[config.mk]
export PLATFORM = sky130hd
export DESIGN_NAME = sram_mem_controller
export DESIGN_NICKNAME = d
export VERILOG_FILES = /design/src/rtl/sram_mem_controller.sv
export SDC_FILE = /design/constraint.sdc
export NUM_CORES = 1
export LEC_CHECK = 0
export BUFFER_PORTS_ARGS = -buffer_cell sky130_fd_sc_hd__buf_2
export CAP_MARGIN = 20
export CORE_MARGIN = 4
export CORE_UTILIZATION = 33
export DETAILED_ROUTE_END_ITERATION = 10
export GPL_TIMING_DRIVEN = 0
export PLACE_DENSITY = 0.65
export SETUP_SLACK_MARGIN = 0.1
export SLEW_MARGIN = 20
export SYNTH_ARGS = -nofsm -noshare
export SYNTH_HDL_FRONTEND = slang
export SYNTH_SLANG_ARGS = --single-unit
[constraint.sdc]
create_clock -name i_clk -period 8.68 [get_ports i_clk]
set_input_delay 0.434 -clock i_clk [delete_from_list [all_inputs] [get_ports i_clk]]
set_output_delay 0.434 -clock i_clk [all_outputs]
set_load 0.02 [all_outputs]
[src/rtl/sram_mem_controller.sv]
// Memory-stage controller: splits 32-bit pipeline loads/stores into two 16-bit beats
// on an asynchronous SRAM, holding ready low to freeze the pipeline while busy.
module sram_mem_controller #(
   parameter int unsigned BASE_ADDR   = 1024,
   parameter int unsigned WAIT_CYCLES = 2
) (
   input  logic        i_clk,
   input  logic        i_rst,
   input  logic        i_wr_en,
   input  logic        i_rd_en,
   input  logic [31:0] i_address,
   input  logic [31:0] i_write_data,
   output logic [31:0] o_read_data,
   output logic        o_ready,
   output logic [17:0] o_sram_addr,
   output logic [15:0] o_sram_dq_out,
   input  logic [15:0] i_sram_dq_in,
   output logic        o_sram_dq_oe,
   output logic        o_sram_we_n,
   output logic        o_sram_oe_n
);

   localparam int unsigned CntW = (WAIT_CYCLES > 1) ? $clog2(WAIT_CYCLES) : 1;
   localparam logic [CntW-1:0] CntReload = CntW'(WAIT_CYCLES - 1);

   typedef enum logic [1:0] {StIdle, StLow, StHigh, StDone} state_t;

   state_t          r_state;
   state_t          w_state_next;
   logic [CntW-1:0] r_cnt;
   logic [CntW-1:0] w_cnt_next;
   logic            r_is_write;
   logic [16:0]     r_idx;
   logic [31:0]     r_wdata;
   logic [15:0]     r_low_half;
   logic [31:0]     r_read_data;

   logic            w_req;
   logic            w_accept;
   logic            w_last;
   logic            w_beat;
   logic [16:0]     w_idx;

   assign w_req    = i_wr_en | i_rd_en;
   assign w_accept = (r_state == StIdle) && w_req;
   assign w_last   = (r_cnt == '0);
   // Addresses below BASE_ADDR wrap silently within the 17-bit word space.
   assign w_idx    = 17'((i_address - BASE_ADDR) >> 2);

   always_comb begin
      w_state_next = r_state;
      w_cnt_next   = r_cnt;
      unique case (r_state)
         StIdle: begin
            if (w_req) begin
               w_state_next = StLow;
               w_cnt_next   = CntReload;
            end
         end
         StLow: begin
            if (w_last) begin
               w_state_next = StHigh;
               w_cnt_next   = CntReload;
            end else begin
               w_cnt_next = r_cnt - 1'b1;
            end
         end
         StHigh: begin
            if (w_last) begin
               w_state_next = StDone;
            end else begin
               w_cnt_next = r_cnt - 1'b1;
            end
         end
         StDone:  w_state_next = StIdle;
         default: w_state_next = StIdle;
      endcase
   end

   always_ff @(posedge i_clk or posedge i_rst) begin
      if (i_rst) begin
         r_state <= StIdle;
         r_cnt   <= '0;
      end else begin
         r_state <= w_state_next;
         r_cnt   <= w_cnt_next;
      end
   end

   always_ff @(posedge i_clk or posedge i_rst) begin
      if (i_rst) begin
         r_is_write  <= 1'b0;
         r_idx       <= '0;
         r_wdata     <= '0;
         r_low_half  <= '0;
         r_read_data <= '0;
      end else begin
         if (w_accept) begin
            r_is_write <= i_wr_en;
            r_idx      <= w_idx;
            r_wdata    <= i_write_data;
         end
         if ((r_state == StLow) && w_last && !r_is_write) begin
            r_low_half <= i_sram_dq_in;
         end
         // Both halves land together so read_data never shows a mixed word.
         if ((r_state == StHigh) && w_last && !r_is_write) begin
            r_read_data <= {i_sram_dq_in, r_low_half};
         end
      end
   end

   assign w_beat        = (r_state == StLow) || (r_state == StHigh);
   assign o_ready       = ((r_state == StIdle) && !w_req) || (r_state == StDone);
   assign o_sram_addr   = {r_idx, r_state == StHigh};
   assign o_sram_dq_out = (r_state == StHigh) ? r_wdata[31:16] : r_wdata[15:0];
   assign o_sram_dq_oe  = w_beat && r_is_write;
   assign o_sram_we_n   = !(w_beat && r_is_write);
   assign o_sram_oe_n   = !(w_beat && !r_is_write);
   assign o_read_data   = r_read_data;

endmodule

# == After elaboration in Yosys (flattened, before gate mapping) ==
# Cells that the tools add are included.
# classes
mux,9
eq_ne,6
add_sub_neg,2
reduce_logical,18
bitwise_logic,2
# op_table
cell,n
$sub 19x11->19 const B,1
$mux 16,1
$logic_and 1x1->1,8
$pmux 2 s4,1
$mux 2,3
$ne 2x2->1 const B,3
$eq 2x2->1 const B,2
$logic_not 1->1,4
$mux 1,3
$pmux 1 s3,1
$reduce_and 3->1,1
$reduce_bool 3->1,1
$eq 2x1->1 const B,1
$logic_not 2->1,1
$logic_or 1x1->1,2
$reduce_and 2->1,1
$not 1->1,1
$or 1x1->1,1
$sub 1x1->1 const B,1
# word_totals
out_inout_bits,70
register_bits,101

# == Longest topological paths before layout ==
# depth
word_depth,4
mapped_depth,7
depth_no_buf,5

# == Worst setup path before layout ==
# Ideal clock, no wire load.
# synth_path
kind,register to output
startpoint,register r_state[0]
endpoint,output port o_sram_dq_out[10]
path_buffers,2
arrival_ps,1774
path_stages_with_launch,6
setup_slack_ps,6472
t_required_ps,8246
cell_sequence,dfrtp_1 > inv_1 > ha_1 > buf_2 > buf_1 > mux2_2
# synth_between
elab_chain_len,2
# synth_lines
element,line_no,rtl
start: declaration,28,state_t r_state;
start signal: assignment,82,r_state <= StIdle;
start signal: assignment,85,r_state <= w_state_next;
$eq 2x2->1,-,
named net o_sram_addr[0],15,"output logic [17:0] o_sram_addr,"
$mux 16,116,assign o_sram_dq_out = (r_state == StHigh) ? r_wdata[31:16] : r_wdata[15:0];
end: declaration,16,"output logic [15:0] o_sram_dq_out,"
# The timed path passes the listed nets, and every way through them passes these cells.

# == Worst setup path after layout ==
# layout_path
startpoint,register r_state[0]
endpoint,output port o_sram_dq_out[10]
# layout_between
elab_chain_len,2
# layout_lines
element,line_no
$eq 2x2->1,116
$mux 16,116
# No other way between the ends.

==> run_results.csv <==
group,metric,value,unit
setup_path,rr_worst_depth,6,
setup_path,r2r_setup_slack,6.43,ns
setup_path,cp.depth,6,
route,wire_per_inst,14.4,um
route,route.detailed.drc,0,
timing,finalSetupTns,0,ns
setup_path,cp-endpoint,"o_sram_dq_out[10]",
floorplanning,initial_utilization,34.4,%
setup_path,end_kind,"primary output",
cells_and_area,fill_cells,1172,
yosys,ys_ff_latch,101,
timing,max_freq,348,MHz
clock_network,cts_root_buf,"clkbuf_16",
timing,fin_crit,2.87,ns
floorplanning,dieHeight,121,um
yosys,yosysMostFrequentCell,"nand2_1",
yosys,synth_area_leaders,"dfrtp_1, mux2_2, nand2_1",
floorplanning,core_area,0.0122,mm^2
route,drt_pass1_iterations,5,
cells_and_area,nets,608,
clock_network,cts_made_buffers,9,
timing,fin_crit_sh,33.1,%
route,wl,9940,um
setup_path,worstPathCellList,"inv_1 > ha_1 > buf_2 > buf_1 > mux2_2 > buf_2",
timing,hold_slack,0.0459,ns
yosys,synth_cells,368,
floorplanning,io_pins,154,
yosys,ys_seq_area_share,60.2,%
global_routing,grt.met2_usage,21.5,%
timing,grt_setup_unrepaired,"no",
setup_path,cp.arrival,2.44,ns
cells_and_area,ff_latch_area,0.00253,mm^2
setup_path,rr_startpoint,"r_state[0]",
timing,hold_viol,0,
yosys,synth_area,0.00420,mm^2
setup_path,cpMaxStageDelayCell,"buf_1",
clock_network,cts_tree,"done",
place,port_buffers,138,
timing,setup_viol,0,
yosys,syn_nets,458,
yosys,synth_edf_count,0,
setup_path,startpoint,"r_state[0]",
global_routing,grt.overflow.total,0,
timing,maxSlewHeadroom,55.9,%
route,drt_iter0_drc,186,
timing,tightest_slew,0.657,ns
floorplanning,dieArea,0.0146,mm^2
cells_and_area,syn_to_final_growth,29.0,%
job,drv_cap,0,
setup_path,cp_common_cell,"buf_2",
setup_path,slowest_delay,0.53,ns
global_routing,grt_max_degree,77,
outcome,run_status,"complete, no violations",
route,num_vias,3133,
power,power_density,410,mW/mm^2
route,vias_per_cell,4.54,
yosys,syn_avg_cell_area,11.4,um^2
cells_and_area,multi_input_area,0.00158,mm^2
route,ant_nets,0,
clock_network,post_cts_resized,0,
setup_path,crit_family,"buffers and inverters",
global_routing,use_met1,18.3,%
setup_path,path_buf_inv,4,
setup_path,reg2reg_to,"o_read_data[13]",
clock_network,clock_latency,0.34,ns
power,ir_worst_vdd,0.000185,V
yosys,ys_warn_count,0,
clock_network,cts_setup_buffers,0,
global_routing,top_usage_layer,"met2",
cells_and_area,drive_above_1_share,44.4,%
global_routing,grtUsageMet3,3.88,%
cells_and_area,antenna_cells,0,
clock_network,htreeDepth,3,
global_routing,grt_pass1_vias,3134,
clock_network,clock_path_buffers,2,
floorplanning,die_width,121,um
global_routing,grt_pass1_wl,16000,um
global_routing,antenna_found_initial,0,
timing,skew,0.00615,ns
setup_path,worst-path-max-fanout,10,
yosys,yosys.area.top_type,"dfrtp_1",
clock_network,clk_pin_slew,0.07,ns
global_routing,grt_usage,13.9,%
yosys,synth.distinct_cells,31,
yosys,yosys-top-cells-count,"nand2_1, dfrtp_1, mux2_2, clkbuf_1, inv_1",
timing,finalMaxSlewViolations,0,
hold_path,hold_class,"primary input to asynchronous set/reset pin",
yosys,synthArstFlopShare,100,%
clock_network,clock-sinks,101,
clock_network,hold_buffers,0,
yosys,ys.flop_type,"dfrtp_1",
place,place_congestion,0.742,
yosys,synth_top_area_share,60.2,%
setup_path,start_kind,"register",
place,dpl.hpwl,7390,um
setup_path,critPathKind,"register to primary output",
power,p_total,2230,uW
setup_path,cp.required,8.25,ns
power,p_leak,0.00272,uW
floorplanning,std_cell_rows,40,
-- per-stage QoR --
stage | instances | setup slack (ns) | utilization (%) | area, um^2
CTS | 690 | 5.73 | 44.4 | 5420
floorplan | 368 | 5.60 | - | 4200
global route | 690 | 5.64 | 44.4 | 5420
finish | 690 | 5.81 | 44.4 | 5420
global placement | 674 | 4.47 | 41.8 | 5100
detailed placement | 675 | 6.11 | 42.0 | 5130
-- worst min-delay path by stage --
stage / from / end / slack, ns / depth (start not counted)
after floorplan: r_wdata[16] / r_wdata[16] / 0.44 / 2
after global placement: r_wdata[7] / r_wdata[7] / 0.46 / 2
after detailed placement: i_rst / o_read_data[26] / 0.41 / 2
after CTS: i_rst / o_read_data[26] / 0.04 / 2
after global routing: i_rst / o_read_data[26] / 0.06 / 2
final: i_rst / o_read_data[26] / 0.05 / 2
-- state kept, by name, indices dropped and copies added, names as in the netlist --
| name | count |
|---|---|
| r_idx | 17 |
| r_wdata | 32 |
| r_is_write | 1 |
| r_state | 2 |
| r_cnt | 1 |
| r_low_half | 16 |
| o_read_data | 32 |
-- power breakdown --
part | switching, uW | internal, uW | total [uW]
logic | 593 | 410 | 1000
registers | 124 | 710 | 835
clock network | 171 | 216 | 387
total | 889 | 1340 | 2230
-- worst register-to-register path: cells and delay by family (launching register included) --
kind	cells	cell delay (ns)
flops	1	0.42
simple gates	1	0.43
buf+inv	3	0.75
mux	1	0.37
fa+ha+maj	1	0.17
-- layer usage --
| layer | vias to the layer above | wire length, um |
|---|---|---|
| met2 | 115 | 4460 |
| met4 | 0 | 201 |
| met1 | 1487 | 4590 |
| li1 | 1518 | - |
| met3 | 13 | 695 |
| met5 | - | 0 |
-- cell usage in the layout (no fill, tap or decap), types with 2 or more instances in the layout --
| cell | instances |
|---|---|
| a31oi_1 | 3 |
| inv_1 | 7 |
| clkbuf_1 | 8 |
| mux2_2 | 66 |
| nor3b_1 | 2 |
| nand3_1 | 2 |
| clkbuf_16 | 9 |
| o211ai_1 | 2 |
| o21ai_0 | 7 |
| xnor2_1 | 2 |
| buf_2 | 143 |
| or4_1 | 2 |
| nor2_1 | 5 |
| ha_1 | 6 |
| clkbuf_8 | 3 |
| clkinvlp_4 | 2 |
| dfrtp_1 | 101 |
| nand2_1 | 130 |
| buf_1 | 3 |
| nand2b_1 | 2 |
-- logic make-up after synthesis --
kind of cell / share of synthesized area (%)
AO/OA/AOI/OAI: 2.62
XOR/XNOR: 0.417
adder cells (fa/ha/maj): 1.79
buffers and inverters: 2.29
flip-flops: 60.2
multiplexers: 17.7
AND/OR/NAND/NOR: 15.0
-- layout make-up --
cell class	count	area share [%]
Buffer	16	1.22
Clock buffer	12	4.92
Clock inverter	3	0.369
Inverter	8	0.646
Multi-Input combinational cell	243	29.1
Sequential cell	101	46.6
Tap cell	168	3.88
Timing Repair Buffer	139	13.2
(Power assumes the default switching activity.)
